File: config.mk
export PLATFORM = sky130hd
export DESIGN_NAME = uart_rx
export DESIGN_NICKNAME = d
export VERILOG_FILES = /design/src/rtl/uart_pkg.sv /design/src/rtl/sync_2ff.sv /design/src/rtl/uart_rx.sv
export SDC_FILE = /design/constraint.sdc
export NUM_CORES = 1
export LEC_CHECK = 0
export ABC_CLOCK_PERIOD_IN_PS = 4600
export BUFFER_PORTS_ARGS = -buffer_cell sky130_fd_sc_hd__clkbuf_2
export CORE_MARGIN = 2
export CORE_UTILIZATION = 35
export CTS_BUF_LIST = sky130_fd_sc_hd__clkbuf_16
export CTS_CLUSTER_DIAMETER = 40
export DETAILED_ROUTE_END_ITERATION = 8
export MAX_ROUTING_LAYER = met4
export PLACE_DENSITY = 0.64
export SYNTH_ARGS = -nofsm -noshare
export SYNTH_HDL_FRONTEND = slang
export SYNTH_SLANG_ARGS = --single-unit
File: constraint.sdc
create_clock -name clk -period 4.6 [get_ports clk]
set_clock_uncertainty 0.1 [all_clocks]
set_input_delay 0.46 -clock clk [delete_from_list [all_inputs] [get_ports clk]]
set_output_delay 0.46 -clock clk [all_outputs]
set_load 0.01 [all_outputs]
File: src/rtl/uart_pkg.sv
`default_nettype none
// ============================================================================
// Module      : uart_pkg
// Description : Shared constants and FSM state encodings for the UART
//               receiver (data width, state codes, parity helper).
// Revision    : 1.0 - initial release
// ============================================================================
package uart_pkg;

  // Number of data bits in every frame
  localparam int DataBits = 8;

  // Receiver FSM state encoding (PARITY only reachable in the parity build)
  typedef enum logic [2:0] {
    S_IDLE   = 3'd0,
    S_START  = 3'd1,
    S_DATA   = 3'd2,
    S_PARITY = 3'd3,
    S_STOP   = 3'd4,
    S_BREAK  = 3'd5
  } uart_state_t;

  // Even parity bit for a data byte: the bit that makes the total ones count even
  function automatic logic even_parity(input logic [DataBits-1:0] d);
    return ^d;
  endfunction

endpackage
`default_nettype wire

File: src/rtl/sync_2ff.sv
`default_nettype none
// ============================================================================
// Module      : sync_2ff
// Description : Two-flop synchronizer for a single asynchronous input, with
//               a configurable value loaded by asynchronous reset.
// Revision    : 1.0 - initial release
// ============================================================================
module sync_2ff #(
  parameter logic RESET_VAL = 1'b1
) (
  input  logic clk,
  input  logic rst,
  input  logic i_d,
  output logic o_q
);

  logic r_meta;
  logic r_sync;

  // Two-stage capture of the asynchronous input; both stages reset to RESET_VAL
  always_ff @(posedge clk or posedge rst) begin
    if (rst) begin
      r_meta <= RESET_VAL;
      r_sync <= RESET_VAL;
    end else begin
      r_meta <= i_d;
      r_sync <= r_meta;
    end
  end

  assign o_q = r_sync;

endmodule
`default_nettype wire

File: src/rtl/uart_rx.sv
`default_nettype none
// ============================================================================
// Module      : uart_rx
// Description : UART receiver, 8N1 by default. Start-bit glitch rejection,
//               mid-bit sampling, one-cycle valid / frame_error /
//               parity_error pulses and break (held-low line) handling.
//               Build option: define UART_RX_PARITY_EN for 8E1 framing with
//               an even parity bit checked before the stop bit.
// Revision    : 1.0 - initial release
// ============================================================================
module uart_rx
  import uart_pkg::*;
#(
  parameter int ClksPerBit = 434,
  parameter int HalfBit    = ClksPerBit / 2
) (
  input  logic                clk,
  input  logic                reset,
  input  logic                rx,
  output logic [DataBits-1:0] data,
  output logic                valid,
  output logic                frame_error,
  output logic                parity_error,
  output logic                busy
);

  localparam int CntW = $clog2(ClksPerBit);
  localparam int IdxW = $clog2(DataBits);

  localparam logic [CntW-1:0] c_cnt_full = CntW'(ClksPerBit - 1);
  localparam logic [CntW-1:0] c_cnt_half = CntW'(HalfBit - 1);
  localparam logic [IdxW-1:0] c_last_idx = IdxW'(DataBits - 1);

  uart_state_t         r_state;
  uart_state_t         w_state_next;
  logic [CntW-1:0]     r_cnt;
  logic [CntW-1:0]     w_cnt_next;
  logic [IdxW-1:0]     r_idx;
  logic [IdxW-1:0]     w_idx_next;
  logic [DataBits-1:0] r_shift;
  logic [DataBits-1:0] w_shift_next;
  logic [DataBits-1:0] r_data;
  logic                r_valid;
  logic                r_ferr;
  logic                w_rxs;
  logic                w_tick;
  logic                w_par_bad;
  logic                w_stop_done;
  logic                w_valid_set;
  logic                w_ferr_set;

`ifdef UART_RX_PARITY_EN
  logic                r_par_bad;
  logic                w_par_bad_next;
  logic                r_perr;
  logic                w_perr_set;
`endif

  // Bring the serial line into the clock domain; idle level is high
  sync_2ff #(
    .RESET_VAL (1'b1)
  ) u_sync_rx (
    .clk (clk),
    .rst (reset),
    .i_d (rx),
    .o_q (w_rxs)
  );

  assign w_tick = (r_cnt == '0);

`ifdef UART_RX_PARITY_EN
  assign w_par_bad = r_par_bad;
`else
  assign w_par_bad = 1'b0;
`endif

  // State register together with the bit timer, bit index and shift register
  always_ff @(posedge clk or posedge reset) begin
    if (reset) begin
      r_state   <= S_IDLE;
      r_cnt     <= '0;
      r_idx     <= '0;
      r_shift   <= '0;
`ifdef UART_RX_PARITY_EN
      r_par_bad <= 1'b0;
`endif
    end else begin
      r_state   <= w_state_next;
      r_cnt     <= w_cnt_next;
      r_idx     <= w_idx_next;
      r_shift   <= w_shift_next;
`ifdef UART_RX_PARITY_EN
      r_par_bad <= w_par_bad_next;
`endif
    end
  end

  // Next-state and datapath decisions, all taken on the synchronized line
  always_comb begin
    w_state_next   = r_state;
    w_cnt_next     = w_tick ? '0 : (r_cnt - CntW'(1));
    w_idx_next     = r_idx;
    w_shift_next   = r_shift;
`ifdef UART_RX_PARITY_EN
    w_par_bad_next = r_par_bad;
`endif
    case (r_state)
      S_IDLE: begin
        // Falling edge: time half a bit to land in the middle of the start bit
        if (!w_rxs) begin
          w_state_next   = S_START;
          w_cnt_next     = c_cnt_half;
`ifdef UART_RX_PARITY_EN
          w_par_bad_next = 1'b0;
`endif
        end
      end
      S_START: begin
        // Line back high at mid start bit means a glitch: drop it silently
        if (w_tick) begin
          if (!w_rxs) begin
            w_state_next = S_DATA;
            w_cnt_next   = c_cnt_full;
            w_idx_next   = '0;
          end else begin
            w_state_next = S_IDLE;
          end
        end
      end
      S_DATA: begin
        // LSB arrives first, so shift right and insert at the top
        if (w_tick) begin
          w_shift_next = {w_rxs, r_shift[DataBits-1:1]};
          w_cnt_next   = c_cnt_full;
          if (r_idx == c_last_idx) begin
`ifdef UART_RX_PARITY_EN
            w_state_next = S_PARITY;
`else
            w_state_next = S_STOP;
`endif
          end else begin
            w_idx_next = r_idx + IdxW'(1);
          end
        end
      end
`ifdef UART_RX_PARITY_EN
      S_PARITY: begin
        if (w_tick) begin
          w_par_bad_next = (w_rxs != even_parity(r_shift));
          w_cnt_next     = c_cnt_full;
          w_state_next   = S_STOP;
        end
      end
`endif
      S_STOP: begin
        // A low stop bit is treated as a break; wait there for the line to recover
        if (w_tick) begin
          w_state_next = w_rxs ? S_IDLE : S_BREAK;
        end
      end
      S_BREAK: begin
        if (w_rxs) begin
          w_state_next = S_IDLE;
        end
      end
      default: begin
        w_state_next = S_IDLE;
      end
    endcase
  end

  // Frame outcome decode at mid stop bit; frame error takes precedence
  always_comb begin
    w_stop_done = (r_state == S_STOP) && w_tick;
    w_valid_set = w_stop_done && w_rxs && !w_par_bad;
    w_ferr_set  = w_stop_done && !w_rxs;
`ifdef UART_RX_PARITY_EN
    w_perr_set  = w_stop_done && w_rxs && w_par_bad;
`endif
    busy        = (r_state != S_IDLE);
  end

  // Registered result pulses; data only changes together with valid
  always_ff @(posedge clk or posedge reset) begin
    if (reset) begin
      r_data  <= '0;
      r_valid <= 1'b0;
      r_ferr  <= 1'b0;
`ifdef UART_RX_PARITY_EN
      r_perr  <= 1'b0;
`endif
    end else begin
      r_valid <= w_valid_set;
      r_ferr  <= w_ferr_set;
`ifdef UART_RX_PARITY_EN
      r_perr  <= w_perr_set;
`endif
      if (w_valid_set) begin
        r_data <= r_shift;
      end
    end
  end

  assign data        = r_data;
  assign valid       = r_valid;
  assign frame_error = r_ferr;
`ifdef UART_RX_PARITY_EN
  assign parity_error = r_perr;
`else
  assign parity_error = 1'b0;
`endif

endmodule
`default_nettype wire

# After elaboration in Yosys (flattened, before gate mapping)
# Index checks and enable logic that the tools add are counted.
[totals]
register_bits = 35
word_cells = 55
output_inout_bits = 12
[op_classes]
reduce_logical = 11
addsub = 2
muxes = 20
eq_ne = 13
[op_table]
columns = ["op", "n"]
rows = [
  ["2-to-1 mux 9 bit", 5],
  ["2-to-1 mux 3 bit", 11],
  ["one-hot mux 9 bit (3 select lines)", 1],
  ["one-hot mux 3 bit (5 select lines)", 1],
  ["inequality test 2 bit, second input constant", 7],
  ["== test 3 bit, second input constant", 3],
  ["zero test 9 bit", 1],
  ["subtractor 9 x 1 -> 9 bit, second input constant", 1],
  ["one-hot mux 3 bit (2 select lines)", 1],
  ["AND reduction 6 bit", 1],
  ["AND reduction 5 bit", 1],
  ["adder 3 x 1 -> 3 bit, second input constant", 1],
  ["== test 3 x 1 -> 1 bit, second input constant", 1],
  ["== test 3 x 2 -> 1 bit, second input constant", 1],
  ["logical AND 1 bit", 3],
  ["zero test 3 bit", 1],
  ["nonzero test 3 bit", 1],
  ["2-to-1 mux 2 bit", 1],
  ["inequality test 2 x 1 -> 1 bit, second input constant", 1],
  ["AND reduction 2 bit", 1],
  ["nonzero test 2 bit", 1],
  ["zero test 1 bit", 1],
]

# Depth between registers and ports, before layout
# Gate-level depths: netlist (run 1).
[logic_depth]
word_depth = 5
ltp_mapped = 6
mapped_depth_nobuf = 6

# Modules after synthesis
# Synthesis (run 1) repeated with hierarchy kept, for this count alone.
[unflattened]
hier_cells = 143
area_unflattened_um2 = 1700.4
[modules_own_cells]
columns = ["module", "seq_area_each_um2", "instances", "cells_each", "area_each_um2"]
rows = [
  ["uart_rx", 825.8, 1, 140, 1644.1],
  ["sync_2ff", 52.6, 1, 3, 56.3],
]

# Worst setup path before layout (run 1)
# Ideal clock, no wire load.
[synth_timing]
path_type = "register to register"
from = "register r_cnt[2]"
to = "register r_data[0], in the netlist data[0]"
period_less_slack_ps = 1990
path_stages_with_launch = 5
t_arrival_ps = 1765
n_path_buf = 1
setup_slack_ps = 2610
t_required_ps = 4375
setup_time_ps = 125
cell_sequence = "dfrtp_1 -> or3_1 -> clkbuf_2 -> nor4_4 -> mux2_2"
[synth_via]
elab_chain_len = 3
[synth_lines]
columns = ["element", "line_no", "text"]
rows = [
  ["from (decl)", "uart_rx.sv:36", "logic [CntW-1:0] r_cnt;"],
  ["from (signal assigned)", "uart_rx.sv:89", "r_cnt <= w_cnt_next;"],
  ["zero test 9 bit", "uart_rx.sv:69", "assign w_tick = (r_cnt == '0);"],
  ["logical AND 1 bit", "uart_rx.sv:174", "w_stop_done = (r_state == S_STOP) && w_tick;"],
  ["logical AND 1 bit", "uart_rx.sv:175", "w_valid_set = w_stop_done && w_rxs && !w_par_bad;"],
  ["to (signal assigned)", "uart_rx.sv:199", "r_data <= r_shift;"],
  ["to (decl)", "uart_rx.sv:42", "logic [DataBits-1:0] r_data;"],
]
# No other way between the ends.
# A chain may end at the register's enable or synchronous reset.

# Worst setup path after layout (run 1)
[layout_timing]
from = "register r_cnt[0]"
to = "register r_cnt[4]"
[layout_via]
elab_chain_len = 5
word_cells_on_any_way = 8
[layout_lines]
columns = ["element", "line_no", "text"]
rows = [
  ["subtractor 9 x 1 -> 9 bit or zero test 9 bit (tied branches)", "uart_rx.sv:101, uart_rx.sv:69", ""],
  ["2-to-1 mux 9 bit", "uart_rx.sv:101", "w_cnt_next = w_tick ? '0 : (r_cnt - CntW'(1));"],
  ["2-to-1 mux 9 bit", "uart_rx.sv:121", "if (!w_rxs) begin"],
  ["2-to-1 mux 9 bit", "uart_rx.sv:120", "if (w_tick) begin"],
  ["one-hot mux 9 bit (3 select lines) *", "uart_rx.sv:107", "case (r_state)"],
  ["via w_cnt_next[4]", "uart_rx.sv:37", "logic [CntW-1:0] w_cnt_next;"],
]
# The timed path passes the listed nets; every way through them passes the cells marked *.

==> reports/metrics.cfg, run 1 <==
[power]
combPwrFrac=0.015
switchingPower_mw=0.125
total_leakage_power_nw=0.909
power_density_mw_per_mm2=332
p_int_mw=0.508
clkPwrFrac=0.493
vdd_drop_max_mv=0.178
swShare=0.197
p_seq_frac=0.492

[critical_path]
worst-path-stages=6
crit_type=flip-flop to flip-flop
reg2reg_slack_ns=2.30
crit_path_top_delay_cell=nor4b_1
path_buf_inv=1
path_delay_family=simple AND/OR/NAND/NOR gates
cp_slowest_stage_delay_ns=0.70
start_kind=flip-flop
rr_worst_depth=6
cp_data_arrival_time_ns=2.34
crit_path_start=r_cnt[0]
r2r_end=r_cnt[4]
path_cells=inv_1, ha_1, nor4b_1, nand2_1, o21ai_0, o31ai_1
path_max_fanout=6
required_ns=4.64
critPathCaptureType=flip-flop
r2r-start=r_cnt[0]
crit_path_end=r_cnt[4]

[die]
die_y_um=72.7
ios=15
fp.dieW_um=72.7
dieArea_mm2=0.00529
initial_core_util=0.357
core_area_mm2=0.00463
rows=25

[routing]
wl_per_cell_um=13.7
met3WireLength_um=125
drt_iter0_drc=45
ant_nets=0
vias_per_cell=5.25
top_layer_used=met4
wl_met2_um=1440
met1_length_um=1320
totalWireLength_um=2950
vias=1129
drc=0
firstDrtPassIters=4

[logic_synthesis]
syn_avg_cell_area_um2=11.4
synth_nets=151
synth_compound_area_frac=0.0840
synth_cell_types=41
synth.top_cells.by_count=dfrtp_1, mux2_2, nor2_1
synth_top_area_cell=dfrtp_1
yosysWarnings=0
synthTopCellsByArea=dfrtp_1, mux2_2, dfstp_2, nor4_4, ha_1
synth_top_family_by_area=simple AND/OR/NAND/NOR gates
synth_seq_area_share=0.531
synth-seq-cells=35
yosys.area.top_type_share=0.500
yosysMostFrequentCell=dfrtp_1
syn_inst=145
synth.area.mux_share=0.115
synth_area_mm2=0.00165
synth-xor-area-share=0.0212
yosys_most_used_dff=dfrtp_1
yosys.area_share.adder=0.0227
async_flop_share=1.00
synth-edff-count=0
synthSimpleGateAreaFrac=0.188

[sta]
slew_headroom=0.438
setup_viol=0
drv_slew=0
worst_pin_slew_ns=0.831
rsz0062_at_grt=false
finalSetupTns_ns=0
hold_viol=0
finalCriticalPeriod_ns=2.30
clock.fmax_mhz=435
period_share=0.500

[final_layout]
n_fill_cell=441
antennaDiodeCount=0
layout.cells.non_filler=215
multi_input_area_um2=716
seqCellArea_um2=878
drive_above_1_share=0.255
nets=166
syn_to_final_growth_pct=15.2

[cts]
cts-root-buf=clkbuf_16
cts_setup_buffers=0
htreeDepth=2
clockBufferDepth=2
cts_resized=0
cts_tree=built
numClockSinks=35
cts_hold_buf=0
cts_buffers=5
insertion_delay_ns=0.27
clkSlewWorstSetupHoldPaths_ns=0.05

[placement]
dpl.hpwl_um=2110
gp_congestion=0.887
port_buffers=13
place_inst=207

[outcome]
outcome=completed

[grt]
antenna_found_initial=0
grt_usage=0.128
grt_pass1_wl_um=4970
grt-ovfl-total=0
grt_pass1_vias=1080
grt_max_degree=36

[run]
max_cap_viol_count=0

[hold_path]
min_path_type=input pin to asynchronous set/reset pin

final cells by class:
class                           count  area share
Sequential cell                    35       0.461
Multi-Input combinational cell     96       0.376
Clock buffer                        5      0.0657
Timing Repair Buffer               14      0.0381
Tap cell                           54      0.0355
Inverter                            8      0.0158
Clock inverter                      3     0.00788
tightest hold or removal path: cells and delay by family:
family / cells / cell delay (ns)
buffers and inverters: 3 / 0.49
power by group through the flow:
stage	combinational (mW)	sequential (mW)	clock, mW
2_1_floorplan	0.00815	0.315	0
3_3_place_gp	0.00967	0.317	0
3_5_place_dp	0.0101	0.317	0
4_1_cts	0.0101	0.311	0.321
5_1_grt	0.0113	0.311	0.339
6_report	0.00940	0.311	0.312
sequential cells by signal, indices dropped and copies added, names as in the netlist:
signal            flops
data                  8
frame_error           1
u_sync_rx.o_q         1
r_shift               8
r_cnt                 9
r_state               3
r_idx                 3
u_sync_rx.r_meta      1
valid                 1
cell usage in the layout (no fill, tap or decap), types with 3 or more instances in the layout:
master and count:
or3_1 4, xnor2_1 3, ha_1 3, clkbuf_2 13, nand2b_1 4, nor3_1 6, dfrtp_1 33, o21ai_0 7
nor3b_1 3, nand2_1 8, inv_1 8, clkbuf_16 5, a21o_1 3, nor2_1 9, mux2_2 15, a21oi_1 5
how the worst min path moves through the flow:
stage                     startpoint          endpoint  slack [ns]  cells past startpoint
floorplan           u_sync_rx.r_meta     u_sync_rx.o_q        0.25                      0
global placement    u_sync_rx.r_meta     u_sync_rx.o_q        0.25                      0
detailed placement  u_sync_rx.r_meta     u_sync_rx.o_q        0.25                      0
CTS                               rx  u_sync_rx.r_meta        0.16                      1
global route                      rx  u_sync_rx.r_meta        0.16                      1
finish                         reset          r_cnt[5]        0.16                      3
logic make-up (layout without fill, tap and decap cells):
group                    Yosys count  count (layout)
multiplexers                      17              17
flip-flops                        35              35
XOR/XNOR                           4               4
adder cells (fa/ha/maj)            3               3
AND/OR/NAND/NOR                   49              49
other                              1               1
AO/OA/AOI/OAI                     22              22
buffers and inverters             14              30
stage by stage:
step / instance area [µm²] / utilization / hold WS [ns] / power [mW] / setup slack (ns)
floorplan: 1650 / - / 0.245 / 0.324 / 2.61
global placement: 1760 / 0.381 / 0.248 / 0.326 / 2.43
detailed placement: 1760 / 0.381 / 0.249 / 0.327 / 2.30
CTS: 1900 / 0.411 / 0.162 / 0.643 / 2.29
global route: 1900 / 0.411 / 0.155 / 0.662 / 2.08
finish: 1900 / 0.411 / 0.159 / 0.633 / 2.30
metal layers:
metal,up-vias,GRT usage
li1,545,-
met1,551,0.157
met2,26,0.190
met3,7,0.0483
met4,0,0.0556
met5,-,-
(Power assumes the default switching activity.)
==> run 2: changes to the inputs <==
--- a/config.mk
+++ b/config.mk
@@ -5,7 +5,8 @@
 export SDC_FILE = /design/constraint.sdc
 export NUM_CORES = 1
 export LEC_CHECK = 0
-export ABC_CLOCK_PERIOD_IN_PS = 4600
+export ABC_AREA = 1
+export ABC_CLOCK_PERIOD_IN_PS = 2130
 export BUFFER_PORTS_ARGS = -buffer_cell sky130_fd_sc_hd__clkbuf_2
 export CORE_MARGIN = 2
 export CORE_UTILIZATION = 35
==> constraint.sdc (replaced) <==
create_clock -name clk -period 2.13 [get_ports clk]
set_clock_uncertainty 0.1 [all_clocks]
set_input_delay 0.213 -clock clk [delete_from_list [all_inputs] [get_ports clk]]
set_output_delay 0.213 -clock clk [all_outputs]
set_load 0.01 [all_outputs]
==> reports/metrics.cfg, run 2 <==
[power]
power_density_mw_per_mm2=690
vdd_drop_max_mv=0.321
total_power_mw=1.39
total_leakage_power_nw=1.05

[logic_synthesis]
yosysWarnings=0
synth.top_cells.by_count=nand2_1, dfrtp_1, inv_1
yosys_most_used_dff=dfrtp_1
synth_seq_area_share=0.510
yosysMostFrequentCell=nand2_1
syn_inst=204
yosys.area.top_type_share=0.480
synth_top_area_cell=dfrtp_1
synth-seq-cells=35
synthTopCellsByArea=dfrtp_1, nand2_1, inv_1, nand3_1, o21ai_0
syn_avg_cell_area_um2=8.44
synth_cell_types=27
synth_nets=210
synth_area_mm2=0.00172
synth-edff-count=0
async_flop_share=1.00

[cts]
htreeDepth=2
clockBufferDepth=2
cts_buffers=5
clkSlewWorstSetupHoldPaths_ns=0.05
cts_resized=0
cts-root-buf=clkbuf_16
cts_setup_buffers=0
numClockSinks=35
insertion_delay_ns=0.28
cts_tree=built
cts_hold_buf=2

[final_layout]
largest_reg_flops=9
nets=230
regMostFlops=r_cnt
syn_to_final_growth_pct=16.7
layout_common_cells=nand2_1, dfrtp_1, inv_1
drive_above_1_share=0.222
final_common_cell=nand2_1
antennaDiodeCount=0

[sta]
setup_slack_ns=0.321
setup_viol=0
hold_viol=0
finalCriticalPeriod_ns=1.81
clock.fmax_mhz=553
finalSetupTns_ns=0
drv_slew=0
rsz0062_at_grt=false
period_share=0.849
whs_ns=0.256

[die]
ios=15
rows=25
core_area_mm2=0.00472
fp.dieW_um=74.1
die_y_um=74.1
initial_core_util=0.365
dieArea_mm2=0.00550

[grt]
antenna_found_initial=0
grt_pass1_vias=1242
grt_usage=0.133
grt_max_degree=36
grt-ovfl-total=0
grt_pass1_wl_um=5250

[outcome]
outcome=completed

[routing]
firstDrtPassIters=4
drc=0
totalWireLength_um=3140
ant_nets=0
drt_iter0_drc=58
vias_per_cell=4.42
wl_per_cell_um=10.8
vias=1292

[critical_path]
critPathCaptureType=flip-flop
required_ns=2.25
start_kind=flip-flop
path_max_fanout=15
crit_type=flip-flop to flip-flop
cp_data_arrival_time_ns=1.93

[placement]
gp_congestion=0.833
dpl.hpwl_um=2240
dp_slack_ns=0.330
port_buffers=13

[run]
max_cap_viol_count=0

[hold_path]
min_path_type=flip-flop to flip-flop

run 2: changes by cell type in the layout (fill, tap and decap cells not counted), moves of 5 or more:
cell     change
mux2_2      -15
inv_2        +7
o21ai_1      +9
o21ai_0      +6
o21ai_2      +7
nor3_1       -5
nand2_1     +49
inv_1       +13
nor2_1       +8
nand3_1     +12
run 2: routing by layer:
metal,track usage,vias to the layer above,wire [µm]
met5,-,-,0
met4,0.0545,0,53
met3,0.0407,6,109
met2,0.218,13,1510
met1,0.150,593,1470
li1,-,680,-
run 2: cell families (layout without fill, tap and decap cells):
kind of cell | Yosys count | count (layout) | share of synthesized area
AOI/OAI and AO/OA | 31 | 31 | 0.109
xor gates and xnor gates | 3 | 3 | 0.0153
adders and majority gates | 3 | 3 | 0.0218
buffers and inverters | 32 | 53 | 0.0836
DFF | 35 | 35 | 0.510
other | 1 | 1 | 0.00218
and+or+nand+nor | 99 | 99 | 0.258
run 2: path summary, 6_finish.rpt:
check | from | to | slack (ns) | cells after the start
max in group asynchronous | reset | u_sync_rx.o_q | 1.13 | 4
max reg2reg | r_cnt[0] | data[0] | 0.32 | 10
min in group asynchronous | reset | data[7] | 0.46 | 4
min | u_sync_rx.r_meta | u_sync_rx.o_q | 0.26 | 0
min reg2reg | u_sync_rx.r_meta | u_sync_rx.o_q | 0.26 | 0
max | r_cnt[0] | data[0] | 0.32 | 10
run 2: per-stage QoR:
step | instance area, µm² | utilization | instances
floorplan | 1720 | - | 204
global placement | 1850 | 0.391 | 282
detailed placement | 1850 | 0.391 | 282
CTS | 2010 | 0.425 | 292
global route | 2010 | 0.425 | 292
finish | 2010 | 0.425 | 292
run 2: final cells by class:
class,instances,area (µm²)
Clock buffer,5,125
Clock inverter,3,16.3
Fill cell,485,2710
Inverter,28,106
Multi-Input combinational cell,137,699
Sequential cell,35,878
Tap cell,67,83.8
Timing Repair Buffer,17,100
run 2: power by group:
part	switching, mW	internal (mW)
combinational	0.0187	0.00654
clock	0.264	0.426
sequential	0.00231	0.669
total	0.285	1.10
run 2: worst max-delay path: stages, from the launching register on:
cell	delay, ns
dfrtp_1	0.37
inv_1	0.09
ha_1	0.20
nand2_1	0.08
nor2_2	0.09
nand3_2	0.18
clkinv_2	0.16
nand3_4	0.20
inv_1	0.15
nand2_1	0.06
nand2_1	0.05
